--- src/rtl/fetch_unit.sv ---
// fetch_unit: in-order instruction fetch with credit-limited buffer and branch/jump redirect
module fetch_unit #(
  parameter int XLEN = 32,
  parameter logic [XLEN-1:0] RESET_PC = '0,
  parameter int DEPTH = 2
) (
  input  logic            clk,
  input  logic            rst_n,
  output logic            imem_req_valid,
  input  logic            imem_req_ready,
  output logic [XLEN-1:0] imem_req_addr,
  input  logic            imem_rsp_valid,
  input  logic [31:0]     imem_rsp_data,
  output logic            id_valid,
  input  logic            id_ready,
  output logic [31:0]     id_instr,
  output logic [XLEN-1:0] id_pc,
  input  logic            redirect_valid,
  input  logic [XLEN-1:0] redirect_base,
  input  logic [XLEN-1:0] redirect_imm,
  input  logic            redirect_jalr,
  output logic            misaligned
);
  localparam int AW = $clog2(DEPTH);
  localparam int CW = AW + 1;
  logic [XLEN-1:0] fetch_pc, rsp_pc, target;
  logic [CW-1:0] outstanding, drop_cnt, count, out_next;
  logic [CW:0] used;
  logic [AW-1:0] head, tail;
  logic [31:0] buf_instr [DEPTH];
  logic [XLEN-1:0] buf_pc [DEPTH];
  logic req_fire, push, pop;
  assign used = {1'b0, outstanding} + {1'b0, count};
  assign imem_req_valid = rst_n && used < (CW+1)'(DEPTH) && !redirect_valid;
  assign imem_req_addr = fetch_pc;
  assign req_fire = imem_req_valid && imem_req_ready;
  assign push = imem_rsp_valid && drop_cnt == '0 && !redirect_valid;
  assign pop = id_valid && id_ready && !redirect_valid;
  assign out_next = outstanding + CW'(req_fire) - CW'(imem_rsp_valid);
  assign target = (redirect_base + redirect_imm) & ~XLEN'(redirect_jalr);
  assign id_valid = count != '0;
  assign id_instr = buf_instr[head];
  assign id_pc = buf_pc[head];
  // PCs, credit counters, buffer pointers; a redirect flushes and marks in-flight responses stale
  always_ff @(posedge clk or negedge rst_n)
    if (!rst_n) begin
      fetch_pc <= RESET_PC;
      rsp_pc <= RESET_PC;
      outstanding <= '0;
      drop_cnt <= '0;
      count <= '0;
      head <= '0;
      tail <= '0;
      misaligned <= 1'b0;
    end else begin
      outstanding <= out_next;
      misaligned <= redirect_valid && target[1];
      if (redirect_valid) begin
        fetch_pc <= target;
        rsp_pc <= target;
        drop_cnt <= out_next;
        count <= '0;
        head <= '0;
        tail <= '0;
      end else begin
        if (req_fire) fetch_pc <= fetch_pc + XLEN'(4);
        if (imem_rsp_valid && drop_cnt != '0) drop_cnt <= drop_cnt - CW'(1);
        if (push) rsp_pc <= rsp_pc + XLEN'(4);
        if (push) tail <= tail + AW'(1);
        if (pop) head <= head + AW'(1);
        count <= count + CW'(push) - CW'(pop);
      end
    end
  // instruction/PC storage written at the tail on every accepted response
  always_ff @(posedge clk or negedge rst_n)
    if (!rst_n) begin
      for (int i = 0; i < DEPTH; i++) begin
        buf_instr[i] <= '0;
        buf_pc[i] <= '0;
      end
    end else if (push) begin
      buf_instr[tail] <= imem_rsp_data;
      buf_pc[tail] <= rsp_pc;
    end
  // the credit rule must keep pushes away from a full buffer
  always_ff @(posedge clk)
    if (rst_n && push) assert (count != CW'(DEPTH));
endmodule

--- config.mk ---
export PLATFORM = sky130hd
export DESIGN_NAME = fetch_unit
export DESIGN_NICKNAME = d
export VERILOG_FILES = /design/src/rtl/fetch_unit.sv
export SDC_FILE = /design/constraint.sdc
export NUM_CORES = 1
export LEC_CHECK = 0
export BUFFER_PORTS_ARGS = -buffer_cell sky130_fd_sc_hd__clkbuf_2
export CELL_PAD_IN_SITES_DETAIL_PLACEMENT = 2
export CELL_PAD_IN_SITES_GLOBAL_PLACEMENT = 2
export CORE_ASPECT_RATIO = 0.9
export CORE_MARGIN = 8
export CORE_UTILIZATION = 39
export CTS_CLUSTER_DIAMETER = 30
export DETAILED_ROUTE_END_ITERATION = 8
export MAX_ROUTING_LAYER = met4
export PLACE_DENSITY = 0.85
export SLEW_MARGIN = 20
export SYNTH_ARGS = -nofsm -noshare
export SYNTH_HDL_FRONTEND = slang
export SYNTH_SLANG_ARGS = --single-unit
--- constraint.sdc ---
create_clock -name clk -period 5.99 [get_ports clk]
set_input_delay 1.198 -clock clk [delete_from_list [all_inputs] [get_ports clk]]
set_output_delay 1.198 -clock clk [all_outputs]
set_load 0.005 [all_outputs]
After elaboration in Yosys (flattened, before gate mapping)

Index checks and enable logic that the tools add are counted.

Input bits: 103
Output and inout bits: 99
Logic and storage cells: 70
Flip-flop bits (word level): 201

Magnitude comparators: 4
Bitwise operators: 4
Mux-type cells: 21
$add $sub $neg: 11
Reduce and logical (&&, ||, !) cells: 18

Operators with widths:

| operator                                                   | number |
|---|---|
| 2-to-1 mux 32 bit                                          | 11 |
| bitwise mux 64 bit                                         | 2 |
| adder 32 x 3 -> 32 bit, second input constant              | 2 |
| adder 32 bit                                               | 1 |
| bitwise AND 32 bit                                         | 1 |
| demux 32 bit (select 1 bit)                                | 1 |
| inverter 1 -> 32 bit                                       | 1 |
| nonzero test 2 bit                                         | 6 |
| logical AND 1 bit                                          | 10 |
| 2-to-1 mux 2 bit                                           | 3 |
| adder 2 x 1 -> 2 bit                                       | 2 |
| >= comparator 2 bit, second input constant                 | 2 |
| 2-to-1 mux 1 bit                                           | 4 |
| inverter 1 -> 2 bit                                        | 2 |
| subtractor 2 x 1 -> 2 bit                                  | 2 |
| adder 2 x 2 -> 3 bit                                       | 1 |
| less-than comparator 3 x 2 -> 1 bit, second input constant | 1 |
| adder 1 bit, second input constant                         | 2 |
| logical NOT 2 bit                                          | 1 |
| less-than comparator 2 x 1 -> 1 bit, second input constant | 1 |
| subtractor 2 x 1 -> 2 bit, second input constant           | 1 |
| logical NOT 1 bit                                          | 1 |

Longest topological paths before layout

Gate-level depths: netlist of the first run.

Depth after elaboration: 8
Depth in mapped cells: 13
Mapped depth without buffers: 12

Least setup slack after synthesis of the first run

OpenSTA, ideal clock, no wires.

Path kind: input port to flip-flop
Start point: input port redirect_base[0]
End point: register fetch_pc[30] (netlist: imem_req_addr[30])
Data required time: 5.853 ns
Library setup time: 0.137 ns
Slack: 2.469 ns
Path buffers: 0
Data arrival time: 3.384 ns
Stages on the path: 11
Path through: ha_1 > inv_1 > fa_1 > and2b_1 > o2111ai_1 > a31oi_2 > o21ai_2 > o31a_1 > o41ai_2 > mux2i_1 > a21oi_1

Word-level cells in the longest chain between the ends: 3

RTL lines:

| item                   | RTL line | text |
|---|---|---|
| start: declaration     | 19       | `input logic [XLEN-1:0] redirect_base,` |
| adder 32 bit           | 40       | `assign target = (redirect_base + redirect_imm) & ~XLEN'(redirect_jalr);` |
| bitwise AND 32 bit     | 40       |  |
| 2-to-1 mux 32 bit      | 58       | `if (redirect_valid) begin` |
| end signal: assignment | 59       | `fetch_pc <= target;` |
| end signal: assignment | 66       | `if (req_fire) fetch_pc <= fetch_pc + XLEN'(4);` |
| end: declaration       | 26       | `logic [XLEN-1:0] fetch_pc, rsp_pc, target;` |

Every way passes these cells.
A chain may end at the register's enable or synchronous reset.

Worst setup path in the final report of the first run

Start point: input port redirect_base[0]
End point: register rsp_pc[30]

Word-level cells in the longest chain between the ends: 3

RTL lines:

| item                   | RTL line | text |
|---|---|---|
| adder 32 bit           | 40       |  |
| bitwise AND 32 bit     | 40       |  |
| 2-to-1 mux 32 bit      | 58       |  |
| end signal: assignment | 60       | `rsp_pc <= target;` |
| end signal: assignment | 68       | `if (push) rsp_pc <= rsp_pc + XLEN'(4);` |
| end: declaration       | 26       |  |

Every way passes these cells.

==> impl_results.md, run 1 <==
- Via count: 8890
- Post-synth EDFFs: 0
- Syn. warnings: 0
- Layout cells sized above 1: 38.8%
- Vias in the first global route: approximately 10000
- Drt wl/cell: approximately 23 um
- Initial antenna violation count: 0
- Setup violations, final: 0
- Die height: 176 um
- Clock Tree Buf Depth: 3
- GRT Total Usage: 22.6%
- First-pass GRT wire length: ~60 mm
- Yosys top cell by area: dfrtp_1
- CP Capture Type: flop
- WL final: ~38 mm
- Distinct cells, synth: 66
- Setup tns final: 0 ns
- First DRT Iteration DRCs: 330
- Die width: 194 um
- Worst skew pair latency: 0.52 ns
- Largest net degree at the start of global routing: 81
- Post CTS Setup Buffer Count: 0
- Main flop type after synthesis: dfrtp_1
- Tcrit/Tclk final: approximately three fifths
- Fmax: 0.272 GHz
- Final global-route overflow total: 0
- Nets: 1371
- Total nets after synthesis: ~1200
- CP Launch Type: input pin
- Antenna cells: 0
- Sequential share of the synthesized area: 45.3%
- Layout Skew: about 0.021 ns
- Dpl hpwl: 26.1 mm
- Core Region: 27900 um^2
- Clock period minus worst slack: around 3.7 ns
- Max_cap viols: 0
- Synth Cell Area: around 11000 um^2
- Slew HR: a little under a third
- Max VDD drop: between 0.15 and 0.2 mV
- Async S/R FF share, synth: 100%
- Worst Setup Path Type: in2reg
- Hold-fix buffers, CTS: 0
- Most area-consuming cells after synthesis: dfrtp_1 (45%), mux2_2 (19%), ha_1 (4.3%), xnor2_1 (3.3%), a21oi_1 (3.0%)
- Worst slew pin tran: 1.03 ns
- Clock transition at path regs: 0.05 ns
- Worst endpoint required time: about 6.3 ns
- Status: finished, final reports clean
- Die Area: 34100 um^2
- Syn Inst Count: 1020
- I/O pin cnt: about 200
- Design Area, Final: around 14000 um^2
- CTS Root Cell: clkbuf_16
- First-pass DRT Iterations: 4
- FF-to-FF setup slack: 2.84 ns
- Post-route ant nets: 0
- RSZ-0062 raised after global routing: false
- Max H-tree Level: 2
- Total CTS buffers: between 40 and 50
- Syn Area/Cell: 10.9 um^2
- HP Class: reg2reg
- DRC Markers: 0
- Post-cts resize count: 0
- CP Data Arrival Time: 4.03 ns
- Hold Slack: 0.489 ns
- CTS sink cnt: 201
- Port Buf Inserts: 201
- Synth top area share: between 40% and 50%
- Layout area overhead: 25.5%
- Pwr/cell area: 471 nW/um^2
- Total chip power: 6.56 mW
- Drt via density: 5.49
- P_leak: 6.32 nW
- #FFs+latches synth: 201
- Initial Util: roughly two fifths
- Gpl congestion: ~0.87
- Cell row count: 58
- Final Max Tran Viols: 0
- Fin. Hold Viols: 0
- Placed inst area: approximately 12000 um^2
- Fillers: 2834
- CP max FO: 5
- CTS tree: yes
[critical path, cell delays in order]
cell and delay, ns:
clkbuf_2 0.08, ha_1 0.18, inv_1 0.07, fa_1 0.43
and2b_1 0.25, o2111ai_1 0.17, a31oi_2 0.31, o21ai_2 0.14
o31a_1 0.33, o41ai_2 0.44, mux2i_1 0.33, a21oi_1 0.09
[synth_stat cells (5+ instances only)]
| cell type | count |
|---|---|
| a21oi_1 | 66 |
| ha_1 | 38 |
| a21o_1 | 18 |
| o21a_1 | 10 |
| nand3_1 | 37 |
| a31oi_1 | 8 |
| nand2_1 | 65 |
| nor2_1 | 72 |
| inv_1 | 22 |
| nor3_1 | 9 |
| dfrtp_1 | 201 |
| clkbuf_1 | 39 |
| o21ai_0 | 36 |
| o211ai_1 | 5 |
| and3_1 | 9 |
| xnor2_1 | 42 |
| nand2b_1 | 5 |
| and2_1 | 10 |
| and4_1 | 5 |
| a21boi_0 | 9 |
| xor2_1 | 36 |
| mux2_2 | 190 |
| nand4_1 | 19 |
[metal layers]
metal / GRT usage [%] / vias up / share of wire [%]
met2: 37.7 / 236 / 49
met5: - / - / 0
li1: - / 4072 / -
met1: 27.9 / 4531 / 44
met3: 4.74 / 51 / 5.0
met4: 5.41 / 0 / 1.7
[power by group]
part	switching, mW	internal (mW)	total [mW]
sequential	0.406	1.89	2.29
combinational	0.921	1.02	1.94
clock	0.762	1.57	2.33
[cells by family (layout without fill, tap and decap cells)]
| group | Yosys count | after routing | synth area share (%) |
|---|---|---|---|
| simple gates | 253 | 253 | 11.0 |
| mux | 193 | 193 | 19.6 |
| xor+xnor | 78 | 78 | 6.16 |
| compound gates | 187 | 187 | 11.0 |
| buf+inv | 68 | 308 | 2.33 |
| fa+ha+maj | 40 | 40 | 4.65 |
| flops | 201 | 201 | 45.3 |
[per-stage QoR]
stage                     util, %  std cells  setup WS (ns)
after CTS                    49.8       1620           2.32
after global placement       44.6       1544           1.93
after global routing         49.8       1620           2.11
after detailed placement     44.7       1545           1.87
final                        49.8       1620           2.31
after floorplan                 -       1020           2.47
[registers in the layout (all words and copies together) (netlist names)]
signal and count:
buf_instr 64, buf_pc 64, count 2, drop_cnt 2
head 1, imem_req_addr 32, misaligned 1, outstanding 2
rsp_pc 32, tail 1
[cell usage in the layout (no fill, tap or decap), types with 3 or more instances in the layout]
cell,count
dfrtp_1,200
clkbuf_2,200
mux2_2,190
nor2_1,71
a21oi_1,66
nand2_1,65
clkbuf_16,43
xnor2_1,42
ha_1,38
xor2_1,36
o21ai_0,36
nand3_1,36
inv_1,22
nand4_1,19
a21o_1,18
and2_1,10
o21a_1,10
and3_1,9
nor3_1,9
a21boi_0,9
a31oi_1,8
clkbuf_8,8
clkinvlp_4,8
buf_4,7
nand2b_1,5
and4_1,5
o211ai_1,5
a211oi_1,4
o21bai_1,4
nor4_1,4
clkinv_2,4
clkbuf_1,4
bufinv_16,4
nor2b_1,3
a211o_1,3
mux2i_1,3
clkinv_4,3
[cell type report]
| cell class | count | area (um^2) | area share, % |
|---|---|---|---|
| Multi-Input combinational cell | 751 | 5830 | 41.8 |
| Sequential cell | 201 | 5030 | 36.1 |
| Clock buffer | 54 | 1190 | 8.53 |
| Timing Repair Buffer | 209 | 1090 | 7.86 |
| Tap cell | 360 | 450 | 3.24 |
| Clock inverter | 21 | 244 | 1.75 |
| Inverter | 24 | 90.1 | 0.647 |
[final timing paths]
check / from / endpoint / depth (start not counted)
hold / removal: buf_pc[0]$_DFFE_PN0P_ / buf_pc[0]$_DFFE_PN0P_ / 2
min in group asynchronous: rst_n / buf_pc[38]$_DFFE_PN0P_ / 1
hold reg to reg: buf_pc[0]$_DFFE_PN0P_ / buf_pc[0]$_DFFE_PN0P_ / 2
max in group asynchronous: rst_n / head$_DFFE_PN0P_ / 2
setup reg to reg: drop_cnt[0]$_DFFE_PN0P_ / buf_pc[55]$_DFFE_PN0P_ / 7
setup / recovery: redirect_base[0] / rsp_pc[30]$_DFFE_PN0N_ / 12
Power figures use the tool's default switching activity.
==> inputs of run 2 (changes only) <==
CORE_UTILIZATION = 36   (was 39)
PLACE_DENSITY = 0.79   (was 0.85)
clock period = 3.4 ns   (was 5.99 ns; I/O delays follow)
==> run 2 against run 1 <==
  * Utilization fell by 2.6 points
  * Clock power increased by 110%
  * Flip-flop and latch count unchanged
  * First-iteration DRC count decreased by 19%
  * Total power increased by 88%
  * Non-clock buffer count up 20
  * Highest routed layer unchanged
  * Critical path type is now reg2reg
  * Critical endpoint is now drop_cnt[1]$_DFFE_PN0P_
  * Global-route usage down 1.9 points
==> impl_results.md, run 2 (synthesis gave the netlist of run 1 again) <==
- Clock Tree Buf Depth: 3
- Worst skew pair latency: 0.53 ns
- Max H-tree Level: 2
- Total CTS buffers: between 40 and 50
- Design Area, Final: 14500 um^2
- Via count: 8944
- Status: finished, final reports clean
- Comb power frac: 27.7%
- Die width: 201 um
- CTS sink cnt: 201
- Internal power: 8.61 mW
- CP Data Arrival Time: about 3.6 ns
- Slew HR: 50.4%
- Fin. Hold Viols: 0
- Layout cells sized above 1: 40.3%
- Drt via density: 5.26
- I/O pin cnt: 202
- Max VDD drop: approximately 0.38 mV
- CP Launch Type: flop
- CP max FO: 8
- Initial Util: 36.2%
- Cell row count: 61
- Die height: about 180 um
- Drt wl/cell: 21.9 um
- Worst slew pin tran: approximately 0.74 ns
- DRC Markers: 0
- Clk network pwr share: 39.5%
- Core Region: 30600 um^2
- GRT Total Usage: 20.7%
- Setup ws final: 0.246 ns
- Setup violations, final: 0
- Initial antenna violation count: 0
- Final Max Tran Viols: 0
- Pwr/cell area: between 800 and 900 nW/um^2
- Most frequent cells in the layout: dfrtp_1 (200), clkbuf_2 (200), mux2_2 (190)
- P_leak: 6.59 nW
- First-pass DRT Iterations: 4
- Vias in the first global route: 10400
- Dpl hpwl: between 20 and 30 mm
- Layout Skew: 0.0177 ns
- HP Class: in2async
- Clock period minus worst slack: 3.15 ns
- Tcrit/Tclk final: 92.8%
- Hold Slack: 0.270 ns
- Clock transition at path regs: 0.05 ns
- First DRT Iteration DRCs: 266
- Net Sw Frac: 30.0%
- Hold-fix buffers, CTS: 0
- CTS Root Cell: clkbuf_16
- Worst endpoint required time: between 3 and 4 ns
- Nets: ~1400
- Switching power: 3.69 mW
- First-pass GRT wire length: approximately 60 mm
- Die Area: 36700 um^2
- Antenna cells: 0
- Layout area overhead: 30.4%
- Flop pwr share: 32.7%
- Max_cap viols: 0
- Gpl congestion: 0.843
- Fmax: around 0.32 GHz
- Placed inst area: 12700 um^2
- Worst Setup Path Type: reg2reg
- Port Buf Inserts: 201
- CP Capture Type: flop
- Pre-CTS setup slack: 0.0695 ns
- Final global-route overflow total: 0
- CTS tree: yes
- Largest net degree at the start of global routing: 120
- Post-route ant nets: 0
- RSZ-0062 raised after global routing: true
- WL final: 37.2 mm
- Largest registers: buf_instr: 64 flops, buf_pc: 64 flops
-- run 2: worst paths after layout --
path,startpoint,to,slack [ns],cells after the start
worst max-delay path,count[0]$_DFF_PN0_,drop_cnt[1]$_DFFE_PN0P_,0.25,13
worst min-delay path,rst_n,buf_pc[2]$_DFFE_PN0P_,0.27,2
worst max register to register,count[0]$_DFF_PN0_,drop_cnt[1]$_DFFE_PN0P_,0.25,13
worst min register to register,buf_pc[0]$_DFFE_PN0P_,buf_pc[0]$_DFFE_PN0P_,0.48,2
max in group asynchronous,rst_n,head$_DFFE_PN0P_,2.00,3
min in group clk,imem_rsp_data[26],buf_instr[58]$_DFFE_PN0P_,0.41,2
-- run 2: critical path, cell delays in order, from the launching register on --
cell	delay, ns
dfrtp_1	0.40
and2_1	0.16
fa_1	0.45
nor4b_2	0.31
buf_4	0.18
and2_1	0.34
inv_2	0.16
ha_1	0.31
inv_1	0.05
ha_1	0.20
xnor2_1	0.19
xnor2_1	0.17
nand2_1	0.08
o21ai_0	0.09
-- run 2: metal layers --
| layer | GRT usage (%) | wire [um] |
|---|---|---|
| met2 | 34.3 | 18200 |
| met1 | 26.2 | 16900 |
| met5 | - | 0 |
| met4 | 4.62 | 533 |
| met3 | 3.85 | 1630 |
-- run 2: repair_timing --
action                                  4_1_cts  5_1_grt
endpoints found under the setup margin        0        3
endpoints found under the hold margin         0        0
gates resized for setup                       0        1
buffers inserted                              0        0
-- run 2: stage by stage --
stage          utilization, %  cells  setup TNS, ns  total power, mW
4_1_cts                  47.3   1701              0             12.5
2_1_floorplan               -   1020              0             5.87
3_5_place_dp             41.6   1614              0             7.40
6_report                 47.3   1701              0             12.3
5_1_grt                  47.3   1701       -0.00260             13.0
3_3_place_gp             41.6   1614              0             7.18
-- run 2: area by class of cell --
cell class                 count  area, um^2
timing repair buffer         229        1270
clock buffer                  60        1320
inverter                      24        90.1
sequential                   201        5030
multi-input combinational    751        5830
clock inverter                27         414
tap                          409         512
fill                        3150       16100
-- run 2: power by group through the flow --
stage          combinational [mW]  clock [mW]  sequential (mW)
2_1_floorplan                2.13           0             3.75
3_3_place_gp                 3.26           0             3.92
3_5_place_dp                 3.38           0             4.02
4_1_cts                      3.49        4.96             4.04
5_1_grt                      3.76        5.07             4.16
6_report                     3.41        4.87             4.03
